<file path="config.mk">
export PLATFORM = sky130hd
export DESIGN_NAME = bitgen
export DESIGN_NICKNAME = d
export VERILOG_FILES = /design/src/rtl/bitgen.sv
export SDC_FILE = /design/constraint.sdc
export NUM_CORES = 1
export LEC_CHECK = 0
export ABC_AREA = 1
export BUFFER_PORTS_ARGS = -buffer_cell sky130_fd_sc_hd__clkbuf_2
export CAP_MARGIN = 20
export CELL_PAD_IN_SITES_DETAIL_PLACEMENT = 1
export CELL_PAD_IN_SITES_GLOBAL_PLACEMENT = 1
export CORE_MARGIN = 1.5
export CORE_UTILIZATION = 39
export CTS_CLUSTER_SIZE = 8
export DETAILED_ROUTE_END_ITERATION = 7
export PLACE_DENSITY = 0.88
export SLEW_MARGIN = 20
export SYNTH_ARGS = -nofsm -noshare
export SYNTH_HDL_FRONTEND = slang
export SYNTH_SLANG_ARGS = --single-unit
</file>
<file path="constraint.sdc">
create_clock -name clk -period 2.3 [get_ports clk]
set_input_delay 0.69 -clock clk [delete_from_list [all_inputs] [get_ports clk]]
set_output_delay 0.69 -clock clk [all_outputs]
set_load 0.05 [all_outputs]
</file>
<file path="src/rtl/bitgen.sv">
// Builds the canonical 64-bit word a bit-count unit maps back to a given count (CLZ/CTZ/CNT, 64/32).
// Latency: 8 cycles from accept to dout_valid for legal requests, 1 cycle for illegal ones.
// Backpressure: one request in flight; din_ready only in IDLE, result held in DONE until dout_ready.
module bitgen (
    input  logic        clk,
    input  logic        reset_n,
    input  logic        din_valid,
    output logic        din_ready,
    input  logic [6:0]  din_cnt,
    input  logic [2:0]  din_func,
    output logic        dout_valid,
    input  logic        dout_ready,
    output logic [63:0] dout_data,
    output logic        dout_err
);

    typedef enum logic [1:0] {
        IDLE  = 2'd0,
        BUILD = 2'd1,
        DONE  = 2'd2
    } state_t;

    localparam logic [2:0] FN_CLZ64 = 3'b000;
    localparam logic [2:0] FN_CLZ32 = 3'b001;
    localparam logic [2:0] FN_CTZ64 = 3'b010;
    localparam logic [2:0] FN_CTZ32 = 3'b011;
    localparam logic [2:0] FN_CNT64 = 3'b100;
    localparam logic [2:0] FN_CNT32 = 3'b101;

    state_t      state;
    state_t      state_nxt;

    logic [2:0]  idx;
    logic [6:0]  cnt_q;
    logic [2:0]  func_q;
    logic [63:0] data_q;
    logic        err_q;
    logic        vld_q;

    logic        req_legal;
    logic        din_fire;

    // byte generator signals
    logic        is_32;
    logic [6:0]  lim;
    logic        onehot_act;
    logic [6:0]  pos;
    logic [7:0]  byte_val;

    assign din_fire   = din_valid && (state == IDLE);
    assign dout_valid = vld_q;
    assign dout_data  = data_q;
    assign dout_err   = err_q;

    // Legality of the incoming request: full 7-bit unsigned compare against the word width,
    // so counts like 65..127 (bit 6 with nonzero low bits) are always rejected.
    always_comb begin
        req_legal = 1'b0;
        case (din_func)
            FN_CLZ64, FN_CTZ64, FN_CNT64: req_legal = (din_cnt <= 7'd64);
            FN_CLZ32, FN_CTZ32, FN_CNT32: req_legal = (din_cnt <= 7'd32);
            default:                      req_legal = 1'b0;
        endcase
    end

    // Byte idx of the result, derived only from the latched count and the byte index.
    // One-hot codes pick a target bit position and light it if it lands in this byte;
    // CNT compares the count's byte field against idx to pick full, partial or empty.
    always_comb begin
        is_32      = func_q[0];
        lim        = is_32 ? 7'd32 : 7'd64;
        onehot_act = (cnt_q < lim);
        pos        = cnt_q;
        byte_val   = 8'h00;
        case (func_q)
            FN_CLZ64: pos = 7'd63 - cnt_q;
            FN_CLZ32: pos = 7'd31 - cnt_q;
            default:  pos = cnt_q;
        endcase
        case (func_q)
            FN_CLZ64, FN_CLZ32, FN_CTZ64, FN_CTZ32: begin
                if (onehot_act && (pos[5:3] == idx)) begin
                    byte_val = 8'h01 << pos[2:0];
                end
            end
            FN_CNT64, FN_CNT32: begin
                if (cnt_q[6:3] > {1'b0, idx}) begin
                    byte_val = 8'hFF;
                end else if (cnt_q[6:3] == {1'b0, idx}) begin
                    byte_val = ~(8'hFF << cnt_q[2:0]);
                end else begin
                    byte_val = 8'h00;
                end
            end
            default: byte_val = 8'h00;
        endcase
    end

    // Next-state and handshake decode; din_ready depends on state alone.
    always_comb begin
        state_nxt = state;
        din_ready = 1'b0;
        case (state)
            IDLE: begin
                din_ready = 1'b1;
                if (din_valid) begin
                    state_nxt = req_legal ? BUILD : DONE;
                end
            end
            BUILD: begin
                if (idx == 3'd7) begin
                    state_nxt = DONE;
                end
            end
            DONE: begin
                if (dout_ready) begin
                    state_nxt = IDLE;
                end
            end
            default: state_nxt = IDLE;
        endcase
    end

    // State register and registered output-valid flag.
    always_ff @(posedge clk) begin
        if (!reset_n) begin
            state <= IDLE;
            vld_q <= 1'b0;
        end else begin
            state <= state_nxt;
            vld_q <= (state_nxt == DONE);
        end
    end

    // Request latch and serial byte-by-byte result assembly.
    always_ff @(posedge clk) begin
        if (!reset_n) begin
            idx    <= 3'd0;
            cnt_q  <= 7'd0;
            func_q <= 3'd0;
            data_q <= 64'd0;
            err_q  <= 1'b0;
        end else begin
            case (state)
                IDLE: begin
                    if (din_fire) begin
                        cnt_q  <= din_cnt;
                        func_q <= din_func;
                        data_q <= 64'd0;
                        err_q  <= ~req_legal;
                        idx    <= 3'd0;
                    end
                end
                BUILD: begin
                    data_q[{idx, 3'b000} +: 8] <= byte_val;
                    idx                        <= idx + 3'd1;
                end
                default: begin
                end
            endcase
        end
    end

endmodule
</file>
**Word level (Yosys, flattened, before mapping)**

Index checks and enable logic that the tools add are counted.

- Memories: 0
- Memory bits (read-only): 0
- Flip-flop bits (word level): 81
- Bits in writable memories: 0
- Latch bits: 0
- Input port bits: 14

- Bitwise logic cells: 2
- Add/sub/neg operators: 4
- Magnitude comparators: 4
- Reduce and logical (&&, ||, !) cells: 12
- Equal/unequal tests: 17
- Shift-type cells: 4
- Divide/modulo/power cells: 0
- Multiplexer cells: 18
- $mul: 0

Operator list:

| kind | number |
|---|---|
| one-hot mux 64 bit (2 select lines) | 1 |
| bitwise mux 64 bit | 1 |
| 2-to-1 mux 64 bit | 1 |
| variable shift 8 x 8 -> 64 bit, first input constant | 1 |
| indexed part select 8 x 8 -> 64 bit | 1 |
| 2-to-1 mux 8 bit | 3 |
| one-hot mux 8 bit (2 select lines) | 1 |
| equality test 3 bit, second input constant | 5 |
| equality test 3 x 2 -> 1 bit, second input constant | 4 |
| one-hot mux 6 bit (2 select lines) | 1 |
| 2-to-1 mux 2 bit | 4 |
| negation 6 -> 8 bit | 1 |
| inverter 8 bit | 1 |
| left shift 1 x 3 -> 8 bit, first input constant | 1 |
| left shift 8 x 3 -> 8 bit, first input constant | 1 |
| less-or-equal comparator 7 x 6 -> 1 bit, second input constant | 1 |
| less-or-equal comparator 7 bit, second input constant | 1 |
| less-than comparator 7 bit | 1 |
| 2-to-1 mux 7 bit | 1 |
| equality test 3 x 1 -> 1 bit, second input constant | 2 |
| logical NOT 3 bit | 2 |
| one-hot mux 2 bit (3 select lines) | 1 |
| one-hot mux 3 bit (2 select lines) | 1 |
| OR reduction 3 bit | 2 |
| 19 further kinds | 22 |

**Logic depth before layout (Yosys ltp)**

- Depth in word-level cells: 9
- Mapped depth: 11
- Mapped depth without buffers: 11

**Least setup slack after synthesis**

OpenSTA, ideal clock, no wires.

- Path type: register to register
- Start point: reg idx[0]
- End point: reg data_q[0] (netlist: dout_data[0])
- Buffers on the path: 0
- Setup slack: 0.346 ns
- Arrival time: 1.822 ns
- Library setup time: 0.132 ns
- Stages on the path, launching flop included: 10
- Required time: 2.168 ns
- Period minus slack after synthesis: 1.954 ns
- Cell sequence: dfxtp_1 > inv_2 > ha_1 > ha_1 > inv_1 > nand3_1 > nor3_2 > nor2_2 > nand2_1 > a21oi_1

- Word-level cells in the longest chain between the ends: 7
- Elaborated cells on any way between the ends: 13
- Classes of those cells: add/sub: 1; order compare: 1; eq/ne: 2; shift: 2; mux: 6; reduce/logical: 1

RTL lines:

| item | RTL line | source |
|---|---|---|
| start: declaration | 33 | `logic [2:0] idx;` |
| start signal: assignment | 156 | `idx <= idx + 3'd1;` |
| parallel branches: the longest is 5 deep, another holds > comparator 4 x 3 -> 1 bit | - |  |
| bitwise mux 64 bit (*) | 155 | `data_q[{idx, 3'b000} +: 8] <= byte_val;` |
| one-hot mux 64 bit (2 select lines) (*) | 144 | `case (state)` |
| end signal: indexed assignment | 155 |  |
| end: declaration | 36 | `logic [63:0] data_q;` |

Mark *: on every way between the ends.
A chain may end at the register's enable or synchronous reset.

**Worst setup path after layout**

- Start point: reg idx[0]
- End point: reg data_q[56] (netlist: dout_data[56])

Same word-level chain as after synthesis.

==> run metrics <==
static leakage power=0.00180 uW; Initial Utilization=40.7%; Max Fclk=465 MHz; Critical Path Source=idx[0]$_SDFFE_PN0P_; Worst Setup Start Kind=register; placed cell area=4130 sq um; ant diodes=0; HPWL after detailed placement=7700 um; detail-routed net length per standard cell=16.0 um; Worst Reg-to-Reg Cells=9; clock slew seen by the registers of the worst setup and hold paths=0.09 ns; CP Buf/Inv Count=2; synthesis warning total=0; clk buf depth=2; most frequent cells in the layout=nand2_1, a21oi_1, dfxtp_1, clkbuf_2, inv_1; Core Area=around 8800 sq um; Hold WC Path Type=register to register; initial antenna violation count=0; CP arrival=2.39 ns; Final nets=591; crit-path cells=inv_2 -> ha_1 -> ha_1 -> inv_1 -> nand4_1 -> nor2_4 -> nor2_4 -> nand2_1 -> a21oi_1; Seq/Total Area, Yosys=45.0%; total grt overflow=0; final critical-path share of the clock period=93.6%; PD cells=707 nW/um^2; Worst path max stage delay=0.51 ns; setup tns final=0 ns; largest fanout on the critical path=9; total wire length=~11,000 um; Max-cap violations=0; Syn Nets=502; largest net degree at the start of global routing=71; final-report hold violation count=0; Worst Path Class, Setup=register to register; Iter 0 DRT Violations=128; Via density=5.20; Vias=3,541; Placer Congestion=between 0.9 and 1; Die Span Y=99.1 um; Antenna Violating Nets Remaining=0; IO Port Bufs=80; area of the die=9820 sq um; CTS hold repair buffers=0; Residual DRC=0; Critical Path End=dout_data[56]$_SDFFE_PN0P_; post-synthesis cell count=480; cell family with most CP delay=simple AND/OR/NAND/NOR gates; total track usage=23.1%; number of global-route vias before repair=3,592; Root Driver=clkbuf_8; Reg2Reg Capture Point=dout_data[56]$_SDFFE_PN0P_; commonest non-fill, non-tap cell in the layout=nand2_1; instance count on the critical path=9; Crit-path slowest cell=dfxtp_1; Max VDD drop=0.277 mV; status=finished clean; Final Slew Violations=0; P&R area growth vs syn=21.6%; Syn Std Cell Area=between 3000 and 4000 sq um; Num CTS Buffers=9; post-layout min period=2.15 ns; r2r startpoint=idx[0]$_SDFFE_PN0P_; Pre-antenna DRT Iters=4; Reg2Reg Setup Slack=0.15 ns; H-tree levels=3; CP endpoint kind=register; die width=99.1 um; Setup Skew=0.0129 ns; final setup fails=0; cts repair resizes=0; clk_lat worst skew=0.36 ns; FP Rows=34; post-layout util=approximately half; share of cells above drive strength 1=26.9%; Worst EP required=2.53 ns; Yosys cell types=29; first-pass GRT wire length=17,900 um; CTS tree=built; worst-margin pin slew=0.487 ns; flops & latches, synth=81; Ports=just over 80; average cell area after synthesis=7.50 sq um; relative slew slack=67.4%; Final Cell Area=roughly 4400 sq um; clock sinks=around 80
## power breakdown
part           switching (uW)  total (uW)  leakage, uW  internal [uW]
Clock                     545        1160     0.000106            611
Sequential               24.6        1450     0.000655           1430
Combinational             362         489      0.00103            127
Total                     931        3100      0.00180           2160
## state kept, by name, indices dropped and copies added, names as in the netlist
name,count
dout_data,64
func_q,3
cnt_q,7
dout_err,1
dout_valid,1
idx,3
state,2
## what timing repair did
action                                 4_1_cts  5_1_grt
endpoints found under the hold margin        0        0
setup endpoints to repair                    0        7
buffers inserted                             0        5
## metrics by stage
step | hold slack [ns] | std cells | worst slack, ns | total power, uW
global placement | 0.451 | 661 | 0.310 | 1940
CTS | 0.471 | 676 | 0.165 | 3110
finish | 0.470 | 681 | 0.148 | 3100
detailed placement | 0.459 | 661 | 0.182 | 1970
global route | 0.489 | 681 | -0.00153 | 3210
floorplan | 0.456 | 480 | 0.346 | 1830
## Yosys cell counts
cell type / instances / area share (%)
a211oi_1: 1 / 0.21
a21oi_1: 81 / 11
a21oi_4: 1 / 0.45
buf_6: 1 / 0.31
clkbuf_1: 9 / 0.94
clkinv_2: 1 / 0.14
dfxtp_1: 81 / 45
ha_1: 8 / 2.8
inv_1: 20 / 2.1
inv_2: 7 / 0.73
nand2_1: 169 / 18
nand2_2: 13 / 2.3
nand2_4: 1 / 0.31
nand3_1: 13 / 1.8
nand3_2: 9 / 2.5
nand3b_1: 2 / 0.42
nand4_1: 4 / 0.69
nor2_1: 18 / 1.9
nor2_2: 7 / 1.2
nor2_4: 9 / 2.8
nor3_2: 1 / 0.28
nor3_4: 1 / 0.45
o211ai_1: 1 / 0.21
o21ai_0: 14 / 1.9
o21ai_1: 1 / 0.14
o31ai_1: 2 / 0.42
or2_2: 1 / 0.17
xnor2_1: 2 / 0.49
xor2_1: 2 / 0.49
## worst register-to-register path, cell delays in order (launching register included)
cell	delay, ns
dfxtp_1	0.51
inv_2	0.13
ha_1	0.22
ha_1	0.20
inv_1	0.12
nand4_1	0.26
nor2_4	0.33
nor2_4	0.10
nand2_1	0.09
a21oi_1	0.07
## area by class of cell
class	instances	area [sq um]
inverter	28	106
sequential	81	1620
tap	108	135
timing repair buffer	88	473
clock inverter	6	90.1
fill	1167	4470
multi-input combinational	361	1830
clock buffer	9	124
## how the worst min path moves through the flow
stage                               start  slack [ns]                    endpoint  depth (start not counted)
5_1_grt        dout_data[37]$_SDFFE_PN0P_        0.49  dout_data[37]$_SDFFE_PN0P_                          2
4_1_cts        dout_data[12]$_SDFFE_PN0P_        0.47  dout_data[12]$_SDFFE_PN0P_                          2
3_5_place_dp   dout_data[12]$_SDFFE_PN0P_        0.46  dout_data[12]$_SDFFE_PN0P_                          2
6_report       dout_data[25]$_SDFFE_PN0P_        0.47  dout_data[25]$_SDFFE_PN0P_                          2
2_1_floorplan       cnt_q[6]$_SDFFE_PN0P_        0.46       cnt_q[6]$_SDFFE_PN0P_                          2
3_3_place_gp   dout_data[12]$_SDFFE_PN0P_        0.45  dout_data[12]$_SDFFE_PN0P_                          2
## layer usage
layer / wire [um] / global-route usage (%)
met5: 0 / 0
met3: 606 / 4.36
met2: 5520 / 39.6
met4: 150 / 9.97
met1: 4630 / 28.5
## cell families (layout without fill, tap and decap cells)
kind of cell,Yosys count,count (layout),synth area share (%)
XOR/XNOR,4,4,0.973
AND/OR/NAND/NOR,248,248,32.4
adder cells (fa/ha/maj),8,8,2.78
buffers and inverters,38,131,4.20
flip-flops,81,81,45.0
AO/OA/AOI/OAI,101,101,14.6
Power figures use the tool's default switching activity.
